[src/rtl/mem_port_arbiter_if.sv]
// Bundle of the fetch, load/store and unified-memory handshakes around mem_port_arbiter.
// slave is the arbiter's view; master is the core/memory-model view.
interface mem_port_arbiter_if #(
  parameter int ADDR_W = 32,
  parameter int DATA_W = 32
);
  logic              if_req;
  logic [ADDR_W-1:0] if_addr;
  logic [DATA_W-1:0] if_rdata;
  logic              if_valid;
  logic              dm_req;
  logic              dm_we;
  logic [ADDR_W-1:0] dm_addr;
  logic [DATA_W-1:0] dm_wdata;
  logic [DATA_W-1:0] dm_rdata;
  logic              dm_done;
  logic              stale;
  logic              mem_req;
  logic              mem_we;
  logic [ADDR_W-1:0] mem_addr;
  logic [DATA_W-1:0] mem_wdata;
  logic [DATA_W-1:0] mem_rdata;
  logic              mem_ready;
  logic              bus_err;

  modport slave (
    input  if_req, if_addr, dm_req, dm_we, dm_addr, dm_wdata, mem_rdata, mem_ready,
    output if_rdata, if_valid, dm_rdata, dm_done, stale,
           mem_req, mem_we, mem_addr, mem_wdata, bus_err
  );

  modport master (
    output if_req, if_addr, dm_req, dm_we, dm_addr, dm_wdata, mem_rdata, mem_ready,
    input  if_rdata, if_valid, dm_rdata, dm_done, stale,
           mem_req, mem_we, mem_addr, mem_wdata, bus_err
  );
endinterface

[src/rtl/mem_port_arbiter.sv]
// Shares one single-ported memory between instruction fetch and load/store.
// Define MEM_ARB_RR_EN for round-robin tie-breaking; default is DM-priority.
module mem_port_arbiter #(
  parameter int ADDR_W  = 32,
  parameter int DATA_W  = 32,
  parameter int TIMEOUT = 15
) (
  input  logic             clk,
  input  logic             rst_n,
  mem_port_arbiter_if.slave bus
);

  localparam int CNT_W = (TIMEOUT > 0) ? $clog2(TIMEOUT + 1) : 1;

  typedef enum logic [1:0] {IDLE, IF_BUSY, DM_BUSY, ERR} state_t;

  state_t            state_q, state_nxt;
  logic [CNT_W-1:0]  cnt_q, cnt_inc;
  logic              if_act, dm_act, dm_wins_tie;
  logic              grant_dm, grant_if, complete, timeout_hit;

  logic              mem_req_q, mem_we_q, bus_err_q;
  logic [ADDR_W-1:0] mem_addr_q;
  logic [DATA_W-1:0] mem_wdata_q;
  logic [DATA_W-1:0] if_rdata_q, dm_rdata_q;
  logic              if_valid_q, dm_done_q;

  function automatic logic [CNT_W-1:0] sat_inc(input logic [CNT_W-1:0] v);
    return (&v) ? v : v + CNT_W'(1);
  endfunction

`ifdef MEM_ARB_RR_EN
  logic last_dm_q;  // 1 = DM won the most recent grant
  assign dm_wins_tie = ~last_dm_q;
`else
  assign dm_wins_tie = 1'b1;
`endif

  always_comb begin
    // A requester's own completion cycle masks its still-held request
    if_act      = bus.if_req & ~if_valid_q;
    dm_act      = bus.dm_req & ~dm_done_q;
    state_nxt   = state_q;
    grant_dm    = 1'b0;
    grant_if    = 1'b0;
    complete    = 1'b0;
    timeout_hit = 1'b0;
    cnt_inc     = sat_inc(cnt_q);
    case (state_q)
      IDLE: begin
        if (dm_act && (!if_act || dm_wins_tie)) begin
          grant_dm  = 1'b1;
          state_nxt = DM_BUSY;
        end else if (if_act) begin
          grant_if  = 1'b1;
          state_nxt = IF_BUSY;
        end
      end
      IF_BUSY, DM_BUSY: begin
        if (bus.mem_ready) begin
          complete  = 1'b1;
          state_nxt = IDLE;
        end else if (TIMEOUT != 0 && cnt_inc == CNT_W'(TIMEOUT)) begin
          timeout_hit = 1'b1;
          state_nxt   = ERR;
        end
      end
      ERR:     state_nxt = ERR;
      default: state_nxt = IDLE;
    endcase
  end

  always_ff @(posedge clk or negedge rst_n) begin
    if (!rst_n) state_q <= IDLE;
    else        state_q <= state_nxt;
  end

  always_ff @(posedge clk or negedge rst_n) begin
    if (!rst_n) begin
      mem_req_q   <= 1'b0;
      mem_we_q    <= 1'b0;
      mem_addr_q  <= '0;
      mem_wdata_q <= '0;
      if_rdata_q  <= '0;
      dm_rdata_q  <= '0;
      if_valid_q  <= 1'b0;
      dm_done_q   <= 1'b0;
      bus_err_q   <= 1'b0;
      cnt_q       <= '0;
`ifdef MEM_ARB_RR_EN
      last_dm_q   <= 1'b0;
`endif
    end else begin
      if_valid_q <= 1'b0;
      dm_done_q  <= 1'b0;
      if (grant_dm || grant_if) begin
        mem_req_q  <= 1'b1;
        mem_we_q   <= grant_dm & bus.dm_we;
        mem_addr_q <= grant_dm ? bus.dm_addr : bus.if_addr;
        if (grant_dm) mem_wdata_q <= bus.dm_wdata;
        cnt_q      <= '0;
`ifdef MEM_ARB_RR_EN
        last_dm_q  <= grant_dm;
`endif
      end else if (complete) begin
        mem_req_q <= 1'b0;
        mem_we_q  <= 1'b0;
        if (state_q == DM_BUSY) begin
          dm_rdata_q <= bus.mem_rdata;
          dm_done_q  <= 1'b1;
        end else begin
          if_rdata_q <= bus.mem_rdata;
          if_valid_q <= 1'b1;
        end
      end else if (timeout_hit) begin
        mem_req_q <= 1'b0;
        mem_we_q  <= 1'b0;
        bus_err_q <= 1'b1;
        cnt_q     <= cnt_inc;
      end else if (state_q == IF_BUSY || state_q == DM_BUSY) begin
        cnt_q <= cnt_inc;
      end
    end
  end

  assign bus.mem_req   = mem_req_q;
  assign bus.mem_we    = mem_we_q;
  assign bus.mem_addr  = mem_addr_q;
  assign bus.mem_wdata = mem_wdata_q;
  assign bus.if_rdata  = if_rdata_q;
  assign bus.if_valid  = if_valid_q;
  assign bus.dm_rdata  = dm_rdata_q;
  assign bus.dm_done   = dm_done_q;
  assign bus.bus_err   = bus_err_q;
  assign bus.stale     = (bus.dm_req & ~dm_done_q) | (bus.if_req & ~if_valid_q) | bus_err_q;

endmodule

[src/flat_wrapper.sv]
// flat-port wrapper written by rule: the top's interface ports become plain ports
module mem_port_arbiter_flat 
#(
  parameter int ADDR_W  = 32,
  parameter int DATA_W  = 32,
  parameter int TIMEOUT = 15
)
  (clk, rst_n, bus_if_req, bus_if_addr, bus_dm_req, bus_dm_we, bus_dm_addr, bus_dm_wdata, bus_mem_rdata, bus_mem_ready, bus_if_rdata, bus_if_valid, bus_dm_rdata, bus_dm_done, bus_stale, bus_mem_req, bus_mem_we, bus_mem_addr, bus_mem_wdata, bus_bus_err);
  mem_port_arbiter_if #(.ADDR_W(ADDR_W), .DATA_W(DATA_W)) bus_i ();
  input  logic clk;
  input  logic rst_n;
  input wire logic [$bits(bus_i.if_req)-1:0] bus_if_req;
  input wire logic [$bits(bus_i.if_addr)-1:0] bus_if_addr;
  input wire logic [$bits(bus_i.dm_req)-1:0] bus_dm_req;
  input wire logic [$bits(bus_i.dm_we)-1:0] bus_dm_we;
  input wire logic [$bits(bus_i.dm_addr)-1:0] bus_dm_addr;
  input wire logic [$bits(bus_i.dm_wdata)-1:0] bus_dm_wdata;
  input wire logic [$bits(bus_i.mem_rdata)-1:0] bus_mem_rdata;
  input wire logic [$bits(bus_i.mem_ready)-1:0] bus_mem_ready;
  output wire logic [$bits(bus_i.if_rdata)-1:0] bus_if_rdata;
  output wire logic [$bits(bus_i.if_valid)-1:0] bus_if_valid;
  output wire logic [$bits(bus_i.dm_rdata)-1:0] bus_dm_rdata;
  output wire logic [$bits(bus_i.dm_done)-1:0] bus_dm_done;
  output wire logic [$bits(bus_i.stale)-1:0] bus_stale;
  output wire logic [$bits(bus_i.mem_req)-1:0] bus_mem_req;
  output wire logic [$bits(bus_i.mem_we)-1:0] bus_mem_we;
  output wire logic [$bits(bus_i.mem_addr)-1:0] bus_mem_addr;
  output wire logic [$bits(bus_i.mem_wdata)-1:0] bus_mem_wdata;
  output wire logic [$bits(bus_i.bus_err)-1:0] bus_bus_err;
  assign bus_i.if_req = bus_if_req;
  assign bus_i.if_addr = bus_if_addr;
  assign bus_i.dm_req = bus_dm_req;
  assign bus_i.dm_we = bus_dm_we;
  assign bus_i.dm_addr = bus_dm_addr;
  assign bus_i.dm_wdata = bus_dm_wdata;
  assign bus_i.mem_rdata = bus_mem_rdata;
  assign bus_i.mem_ready = bus_mem_ready;
  assign bus_if_rdata = bus_i.if_rdata;
  assign bus_if_valid = bus_i.if_valid;
  assign bus_dm_rdata = bus_i.dm_rdata;
  assign bus_dm_done = bus_i.dm_done;
  assign bus_stale = bus_i.stale;
  assign bus_mem_req = bus_i.mem_req;
  assign bus_mem_we = bus_i.mem_we;
  assign bus_mem_addr = bus_i.mem_addr;
  assign bus_mem_wdata = bus_i.mem_wdata;
  assign bus_bus_err = bus_i.bus_err;
  mem_port_arbiter #(.ADDR_W(ADDR_W), .DATA_W(DATA_W), .TIMEOUT(TIMEOUT)) u_core (.clk(clk), .rst_n(rst_n), .bus(bus_i));
endmodule
[config.mk]
export PLATFORM = sky130hd
export DESIGN_NAME = mem_port_arbiter_flat
export DESIGN_NICKNAME = d
export VERILOG_FILES = /design/src/rtl/mem_port_arbiter_if.sv /design/src/rtl/mem_port_arbiter.sv /design/src/flat_wrapper.sv
export SDC_FILE = /design/constraint.sdc
export NUM_CORES = 1
export LEC_CHECK = 0
export ABC_CLOCK_PERIOD_IN_PS = 2000
export CAP_MARGIN = 5
export CORE_MARGIN = 2
export CORE_UTILIZATION = 41
export CTS_CLUSTER_SIZE = 24
export DETAILED_ROUTE_END_ITERATION = 10
export HOLD_SLACK_MARGIN = 0.02
export PLACE_DENSITY = 0.91
export SYNTH_ARGS = -nofsm -noshare
export SYNTH_HDL_FRONTEND = slang
export SYNTH_SLANG_ARGS = --single-unit
[constraint.sdc]
create_clock -name clk -period 2 [get_ports clk]
set_input_delay 0.4 -clock clk [delete_from_list [all_inputs] [get_ports clk]]
set_output_delay 0.4 -clock clk [all_outputs]
set_load 0.005 [all_outputs]
==> results of run 1 <==
cell usage in the layout, fill, tap and decap left out, drive strengths merged:
cell | synthesis | routed
clkdlybuf4s50 | 0 | 264
dfrtp | 139 | 139
mux2 | 98 | 98
nand2 | 37 | 37
o21ai | 33 | 33
o22ai | 32 | 32
clkbuf | 9 | 26
buf | 16 | 19
a21oi | 7 | 7
ha | 6 | 6
inv | 4 | 4
clkinv | 0 | 4
nand3 | 3 | 3
nand2b | 3 | 3
nor3 | 3 | 3
nand3b | 2 | 2
xor2 | 2 | 2
a31o | 2 | 2
nor2 | 2 | 2
bufinv | 0 | 2
a21boi | 1 | 1
nor3b | 1 | 1
nor2b | 1 | 1
and2b | 1 | 1
and3 | 1 | 1
a32o | 1 | 1
and2 | 1 | 1
a21bo | 1 | 1
and4 | 1 | 1
a32oi | 1 | 1
o31ai | 1 | 1
a311oi | 1 | 1
clkinvlp | 0 | 1
dlygate4sd3 | 0 | 1
dlygate4sd2 | 0 | 1
dlymetal6s2s | 0 | 1
sequential cells by signal, summed over array words and instances (netlist names):
signal,cells
u_core.bus.dm_rdata,32
u_core.bus.if_rdata,32
u_core.bus.mem_addr,32
u_core.bus.mem_wdata,32
u_core.cnt_q,4
u_core.state_q,2
u_core.bus.bus_err,1
u_core.bus.dm_done,1
u_core.bus.if_valid,1
u_core.bus.mem_req,1
u_core.bus.mem_we,1
worst register-to-register path: cells and delay by family, from the launching register on:
| family | cells | cell delay, ns |
|---|---|---|
| muxes | 1 | 0.32 |
| DFF | 1 | 0.41 |
| adders and majority gates | 1 | 0.33 |
| buffers and inverters | 3 | 0.45 |
| and+or+nand+nor | 2 | 0.29 |
how the worst min path moves through the flow:
| stage | end | depth (start not counted) |
|---|---|---|
| 3_5_place_dp | u_core.bus.mem_wdata[11] | 1 |
| 2_1_floorplan | u_core.bus.bus_err | 0 |
| 4_1_cts | u_core.bus.dm_rdata[23] | 2 |
| 5_1_grt | u_core.bus.dm_rdata[23] | 2 |
| 6_report | u_core.bus.mem_wdata[10] | 2 |
| 3_3_place_gp | u_core.bus.mem_wdata[11] | 1 |
logic make-up (layout without fill, tap and decap cells):
logic type      Yosys count  after routing
buf+inv                  29            323
fa+ha+maj                 6              6
compound gates           80             80
mux                      98             98
xor+xnor                  2              2
flops                   139            139
simple gates             56             56
per-stage QoR:
step                      util [%]  TNS (ns)  power, mW
after floorplan                  -         0       7.88
after global placement        62.9     -2.49       11.4
after detailed placement      62.9     -4.47       11.8
after CTS                     67.4         0       15.0
after global routing          68.0         0       15.9
final                         68.0         0       15.0
timing repair:
action                                  in CTS  in global routing
buffers inserted                             0                  3
endpoints found under the setup margin       1                  4
hold buffers                                 1                  0
endpoints found under the hold margin       35                  0
cloned                                       0                  2
resized for setup                            4                  2
layout make-up:
type	instances	area, µm²
multi-input combinational	242	2070
clock buffer	24	502
sequential	139	3480
clock inverter	7	87.6
inverter	4	15.0
fill	959	4380
tap	180	225
timing repair buffer	288	2960
power by group:
part / switching, mW / internal (mW) / total, mW
Clock: 1.11 / 1.99 / 3.09
Combinational: 2.40 / 4.50 / 6.90
Sequential: 0.824 / 4.23 / 5.05
metal layers:
metal / vias up / track usage [%] / part of all wire [%]
met2: 211 / 39.3 / 53
met5: - / 0 / 0
li1: 2031 / - / -
met4: 0 / 8.69 / 2.8
met3: 44 / 7.12 / 7.9
met1: 2138 / 22.2 / 37
==> run_results.csv, run 1 <==
group,metric,value,unit
run_status,status,"completed",
sta,skew,0.00822,ns
critical_path,critPathLaunch,"u_core.state_q[1]",
floorplanning,dieArea,0.0148,mm²
finish,nNetsFinal,832,
critical_path,crit_type,"reg2reg",
yosys,synth_area_leaders,"dfrtp_1, mux2_2, mux2_4",
finish,antenna_cells,0,
finish,syn2layout_area_growth,64.3,%
sta,maxSlewHeadroom,75.5,%
finish,finalInstanceArea,0.00934,mm²
critical_path,reg2reg_from,"u_core.state_q[1]",
placement,dp_hpwl,11300,µm
sta,tightest_slew,0.367,ns
floorplanning,ios,268,
global_routing,track_usage,21.3,%
routing,vias,4424,
critical_path,reg2reg_slack,0.09,ns
power_and_ir_drop,p_per_area,1610,mW/mm²
critical_path,required,2.29,ns
placement,dp.cells,847,
critical_path,critPathSlowestCell,"dfrtp_1",
yosys,synth_compound_area_share,8.48,%
clock_network,clkLatencyLatePin,0.41,ns
hold_path,hold_path.class,"in2async",
clock_network,clk_pin_slew,0.05,ns
floorplanning,initial_core_util,41.4,%
clock_network,cts_num_sinks,139,
global_routing,grt_pass1_vias,4695,
yosys,syn-cell-area,0.00568,mm²
critical_path,worstPathMaxFanout,16,
critical_path,worstPathArrival,2.20,ns
critical_path,timing.rr.end,"u_core.bus.if_rdata[28]",
routing,drc_errors,0,
sta,setup_viol,0,
routing,final_antenna_net_count,0,
critical_path,worstSetupEndpointType,"register",
critical_path,path_cells,"inv_1 > ha_1 > nand2_1 > nor3_4 > buf_12 > clkbuf_16 > mux2_4",
global_routing,grt_overflow,0,
routing,routed_via_density,5.00,
routing,drt_iter0_drc,201,
yosys,synth_cell_type_count,32,
clock_network,cts_tree,"built",
yosys,synthMuxAreaShare,21.3,%
yosys,synth_common_cells,"dfrtp_1, mux2_2, nand2_1",
job,drv_cap,0,
yosys,synth_adder_area_share,1.32,%
floorplanning,die-height,122,µm
global_routing,antenna_found_initial,0,
yosys,synth_top_family_by_area,"multiplexers",
critical_path,crit_family,"buffers and inverters",
critical_path,cpPeakStageDelay,0.41,ns
critical_path,path_buf_inv,3,
clock_network,clk_root_buffer_cell,"clkbuf_16",
critical_path,reg2regPathDepth,7,
sta,hold_viol,0,
power_and_ir_drop,peakVddDrop,0.000824,V
finish,layout-drive-gt1-share,22.3,%
routing,wl_per_cell,17.9,µm
critical_path,cp.depth,7,
placement,place_ws,-0.156,ns
yosys,post-synth-top-count-cell,"dfrtp_1",
yosys,yosysSeqAreaShare,61.2,%
yosys,synth-simple-area-share,4.65,%
sta,rsz0062_at_grt,"no",
clock_network,cts.path.max_buffers,2,
routing,wl,15800,µm
yosys,synthCells,410,
floorplanning,core-area,0.0137,mm²
yosys,synth_edf_count,0,
critical_path,critPathCapture,"u_core.bus.if_rdata[28]",
yosys,synthArstFlopShare,100,%
placement,place_area,0.00863,mm²
clock_network,cts_inserted_buffers,17,
global_routing,grt_max_degree,63,
sta,whs,0.478,ns
floorplanning,dieWidth,122,µm
floorplanning,num_rows,43,
critical_path,cp-start-kind,"register",
global_routing,grt_pass1_wl,24100,µm
sta,period_share,95.3,%
routing,detail_route.first_pass.iterations,4,
yosys,synth_warnings,0,
sta,finalCriticalPeriod,1.91,ns
finish,fin_cells,884,
clock_network,ctsHtreeMaxLevel,4,
sta,slew_viol_final,0,
power_and_ir_drop,p_leak,3.98,nW
yosys,syn_nets,550,
yosys,yosysTopAreaCellShare,61.2,%
placement,gp_congestion,0.893,
yosys,synthXorXnorAreaFrac,0.308,%
yosys,yosys.area.top_type,"dfrtp_1",
sta,setup_slack,0.0949,ns
sta,fmax,525,MHz
yosys,synth-main-ff-cell,"dfrtp_1",
yosys,avgSynthCellArea,13.9,µm²
placement,port_buffers,267,
yosys,synth_seq_cells,139,
No activity file was read; power rests on OpenSTA's default activity.
==> inputs of run 2 (changes only) <==
- GPL_TIMING_DRIVEN: unset -> 0
==> run_results.csv, run 2 (synthesized netlist as in run 1, its figures left out) <==
group,metric,value,unit
run_status,status,"completed",
critical_path,worstSetupEndpointType,"register",
clock_network,ctsHtreeMaxLevel,4,
critical_path,cpPeakStageDelay,0.38,ns
finish,nFillCells,944,
floorplanning,dieArea,0.0148,mm²
finish,seqCellArea,0.00348,mm²
sta,tightest_slew,0.634,ns
finish,mostFrequentLayoutCells,"clkdlybuf4s50_1, dfrtp_1, mux2_2",
sta,rsz0062_at_grt,"no",
floorplanning,num_rows,43,
placement,port_buffers,267,
routing,vias,4522,
global_routing,grt_overflow,0,
finish,syn2layout_area_growth,63.5,%
critical_path,reg2regPathDepth,8,
critical_path,crit_type,"reg2reg",
critical_path,worstPathArrival,2.20,ns
routing,detail_route.first_pass.iterations,4,
clock_network,cts_inserted_buffers,17,
finish,nNetsFinal,841,
floorplanning,core-area,0.0137,mm²
finish,mostFrequentLayoutCell,"clkdlybuf4s50_1",
critical_path,path_cells,"nand2b_1 > buf_6 > buf_4 > a21boi_4 > nor3_4 > buf_12 > buf_6 > mux2_4",
finish,multiInputGateArea,0.00206,mm²
critical_path,critPathSlowestCell,"dfrtp_1",
routing,final_antenna_net_count,0,
clock_network,clk_root_buffer_cell,"clkbuf_16",
floorplanning,dieWidth,122,µm
routing,drc_errors,0,
critical_path,required,2.29,ns
sta,period_share,95.4,%
power_and_ir_drop,peakVddDrop,0.000997,V
global_routing,track_usage,22.2,%
global_routing,grt_max_degree,72,
finish,layout-drive-gt1-share,22.3,%
finish,antenna_cells,0,
sta,fmax,524,MHz
clock_network,cts.path.max_buffers,2,
placement,dp_hpwl,12200,µm
sta,skew,0.00959,ns
sta,setup_viol,0,
global_routing,grt_pass1_vias,4962,
hold_path,hold_path.class,"reg2reg",
critical_path,cp-start-kind,"register",
global_routing,antenna_found_initial,0,
sta,slew_viol_final,0,
routing,wl_per_cell,18.2,µm
job,drv_cap,0,
sta,hold_viol,0,
routing,drt_iter0_drc,186,
clock_network,cts_tree,"built",
routing,wl,16300,µm
floorplanning,ios,268,
clock_network,clkLatencyLatePin,0.41,ns
hold_path,min_path_cells,2,
routing,routed_via_density,5.06,
sta,setup_slack,0.0924,ns
power_and_ir_drop,p_per_area,1620,mW/mm²
placement,place_ws,-0.469,ns
critical_path,worstPathMaxFanout,10,
clock_network,clk_pin_slew,0.06,ns
global_routing,grt_pass1_wl,25200,µm
placement,gp_congestion,0.815,
sta,maxSlewHeadroom,57.8,%
clock_network,cts_num_sinks,139,
power_and_ir_drop,p_leak,3.97,nW
sta,finalCriticalPeriod,1.91,ns
critical_path,crit_path_frequent_cell,"buf_6",
sta,whs,0.482,ns
floorplanning,die-height,122,µm
floorplanning,initial_core_util,41.4,%
## run 2: cell types whose count changed in the layout (fill, tap and decap cells not counted), sizes merged
cell / delta
buf: +1
bufinv: +2
clkbuf: +9
clkinvlp: -1
dlymetal6s2s: -1
## run 2: routing by layer
| metal | global-route usage, % | part of all wire, % | wire length [µm] | vias to the layer above |
|---|---|---|---|---|
| li1 | - | - | - | 2057 |
| met1 | 23.1 | 36 | 5850 | 2232 |
| met2 | 40.6 | 53 | 8620 | 203 |
| met3 | 8.47 | 8.9 | 1450 | 30 |
| met4 | 8.55 | 2.1 | 345 | 0 |
| met5 | 0 | 0 | 0 | - |
## run 2: power by group
group | switching [mW] | internal (mW) | total, mW
Sequential | 0.815 | 4.23 | 5.04
Clock | 1.09 | 2.14 | 3.24
Combinational | 2.42 | 4.38 | 6.81
Total | 4.33 | 10.8 | 15.1
## run 2: repair_timing
| action | CTS | global route |
|---|---|---|
| cloned | 0 | 0 |
| buffers inserted | 3 | 0 |
| resized for setup | 7 | 12 |
| hold endpoints to repair | 68 | 0 |
| pin swaps | 1 | 0 |
| setup endpoints to repair | 48 | 102 |
| hold buffers | 1 | 0 |
## run 2: path summary, 6_finish.rpt
check | end | slack (ns) | start
worst min-delay path | u_core.bus.mem_addr[17] | 0.48 | u_core.bus.mem_addr[17]
max in group asynchronous | u_core.bus.mem_wdata[19] | 0.67 | rst_n
worst max register to register | u_core.bus.if_rdata[31] | 0.09 | u_core.bus.dm_done
worst min register to register | u_core.bus.mem_addr[17] | 0.48 | u_core.bus.mem_addr[17]
worst max-delay path | u_core.bus.if_rdata[31] | 0.09 | u_core.bus.dm_done
min in group asynchronous | u_core.bus.mem_wdata[12] | 0.56 | rst_n
## run 2: area by class of cell
type / count / area share, %
well taps: 180 / 2.42
plain buffers: 25 / 1.72
multi-input cells: 242 / 22.2
repair buffers: 272 / 29.5
clock buffers: 24 / 5.08
clock inverters: 8 / 1.51
inverters: 4 / 0.162
flip-flops and latches: 139 / 37.4
## run 2: through the flow
stage | setup TNS (ns) | power (mW) | instances | util, % | area, µm²
final | 0 | 15.1 | 894 | 67.7 | 9290
after global routing | 0 | 15.9 | 894 | 67.7 | 9290
after CTS | 0 | 15.2 | 894 | 67.6 | 9280
after detailed placement | -22.88 | 11.8 | 858 | 62.8 | 8610
after global placement | -660.65 | 11.4 | 857 | 62.5 | 8580
after floorplan | 0 | 7.88 | 410 | - | 5680
## run 2: worst max-delay path: cells and delay by family, from the launching register on
kind / cells / cell delay (ns)
buffers and inverters: 4 / 0.60
flip-flops: 1 / 0.38
multiplexers: 1 / 0.31
AO/OA/AOI/OAI: 1 / 0.27
AND/OR/NAND/NOR: 2 / 0.23
==> inputs of run 3 (changes only) <==
- SKIP_CTS_REPAIR_TIMING: unset -> 1
==> run_results.csv, run 3 (synthesized netlist as in run 1, its figures left out) <==
group,metric,value,unit
sta,skew,0.00908,ns
sta,rsz0062_at_grt,"no",
clock_network,cts_num_sinks,139,
sta,tightest_slew,0.632,ns
critical_path,worstPathArrival,1.49,ns
floorplanning,num_rows,43,
clock_network,cts_inserted_buffers,17,
placement,dp.cells,858,
sta,slew_viol_final,0,
finish,mostFrequentLayoutCells,"clkdlybuf4s50_1, dfrtp_1, mux2_2",
finish,multiInputGateArea,0.00206,mm²
sta,fmax,528,MHz
sta,maxSlewHeadroom,57.8,%
placement,dp_hpwl,12200,µm
global_routing,grt_pass1_vias,4920,
power_and_ir_drop,report.power.total,15.1,mW
clock_network,clk_root_buffer_cell,"clkbuf_16",
global_routing,grt_pass1_wl,24900,µm
sta,setup_slack,0.107,ns
power_and_ir_drop,power.share.sequential,33.5,%
sta,hold_viol,0,
routing,drc_errors,0,
global_routing,grt_overflow,0,
sta,setup_tns,0,ns
finish,seqCellArea,0.00348,mm²
floorplanning,core-area,0.0137,mm²
placement,gp_congestion,0.815,
clock_network,clk_pin_slew,0.05,ns
global_routing,grt_max_degree,72,
sta,period_share,94.7,%
routing,vias,4474,
power_and_ir_drop,peakVddDrop,0.000996,V
critical_path,worstSetupEndpointType,"output pin",
critical_path,crit_type,"in2out",
floorplanning,ios,268,
critical_path,required,1.60,ns
global_routing,track_usage,22.0,%
routing,wl_per_cell,18.1,µm
clock_network,cts.path.max_buffers,2,
floorplanning,initial_core_util,41.4,%
finish,fin_cells,893,
finish,nFillCells,947,
finish,layout-drive-gt1-share,21.7,%
finish,antenna_cells,0,
finish,mostFrequentLayoutCell,"clkdlybuf4s50_1",
power_and_ir_drop,p_per_area,1620,mW/mm²
global_routing,antenna_found_initial,0,
power_and_ir_drop,power.internal,10.7,mW
hold_path,hold_path.class,"reg2reg",
clock_network,clkLatencyLatePin,0.41,ns
power_and_ir_drop,p_leak,3.96,nW
placement,port_buffers,267,
power_and_ir_drop,p_clk_share,21.5,%
clock_network,ctsHtreeMaxLevel,4,
power_and_ir_drop,p_sw,4.32,mW
routing,detail_route.first_pass.iterations,4,
finish,nNetsFinal,840,
floorplanning,dieArea,0.0148,mm²
finish,syn2layout_area_growth,63.5,%
routing,wl,16200,µm
sta,finalCriticalPeriod,1.89,ns
run_status,status,"completed",
routing,routed_via_density,5.01,
floorplanning,dieWidth,122,µm
job,drv_cap,0,
routing,drt_iter0_drc,181,
sta,whs,0.484,ns
clock_network,cts_tree,"built",
floorplanning,die-height,122,µm
critical_path,cp-start-kind,"primary input",
critical_path,worstPathMaxFanout,10,
routing,final_antenna_net_count,0,
power_and_ir_drop,p_comb_share,45.0,%
sta,setup_viol,0,
placement,place_ws,-0.469,ns
power_and_ir_drop,switching_share,28.7,%
## run 3: power by group through the flow
stage | Sequential, mW | Clock [mW] | Combinational (mW)
after floorplan | 5.05 | 0 | 2.83
after global placement | 4.94 | 0 | 6.44
after detailed placement | 5.05 | 0 | 6.71
after CTS | 5.04 | 3.30 | 6.75
after global routing | 5.20 | 3.44 | 7.29
final | 5.04 | 3.24 | 6.79
## run 3: final timing paths
check	from	end	slack, ns	depth (start not counted)
hold reg to reg	u_core.bus.mem_addr[17]	u_core.bus.mem_addr[17]	0.48	2
setup / recovery	bus_dm_req	bus_stale	0.11	6
setup reg to reg	u_core.state_q[0]	u_core.state_q[0]	0.11	7
max in group asynchronous	rst_n	u_core.bus.mem_wdata[24]	0.68	3
min in group asynchronous	rst_n	u_core.bus.mem_wdata[12]	0.56	2
hold / removal	u_core.bus.mem_addr[17]	u_core.bus.mem_addr[17]	0.48	2
## run 3: metrics by stage
step	cell area, µm²	util (%)
finish	9290	67.7
CTS	9220	67.2
floorplan	5680	-
global route	9290	67.7
global placement	8580	62.5
detailed placement	8610	62.8
## run 3: final cells by class
type | instances | share of cell area, %
Inverter | 4 | 0.162
Sequential cell | 139 | 37.4
Multi-Input combinational cell | 242 | 22.2
Clock inverter | 8 | 1.51
Tap cell | 180 | 2.42
Timing Repair Buffer | 271 | 29.5
Buffer | 25 | 1.67
Clock buffer | 24 | 5.08
## run 3: critical path, cell delays in order
cell and delay, ns:
clkdlybuf4s50_1 0.44, nand2b_1 0.10, buf_6 0.17, buf_6 0.16, nand3b_1 0.07, dlymetal6s2s_1 0.15
## run 3: routing by layer
| layer | wire length (µm) | up-vias | share of wire [%] | track usage (%) |
|---|---|---|---|---|
| li1 | - | 2053 | - | - |
| met1 | 5960 | 2207 | 37 | 22.7 |
| met2 | 8530 | 187 | 53 | 40.1 |
| met3 | 1360 | 27 | 8.4 | 8.47 |
| met4 | 314 | 0 | 1.9 | 8.26 |
| met5 | 0 | - | 0 | 0 |
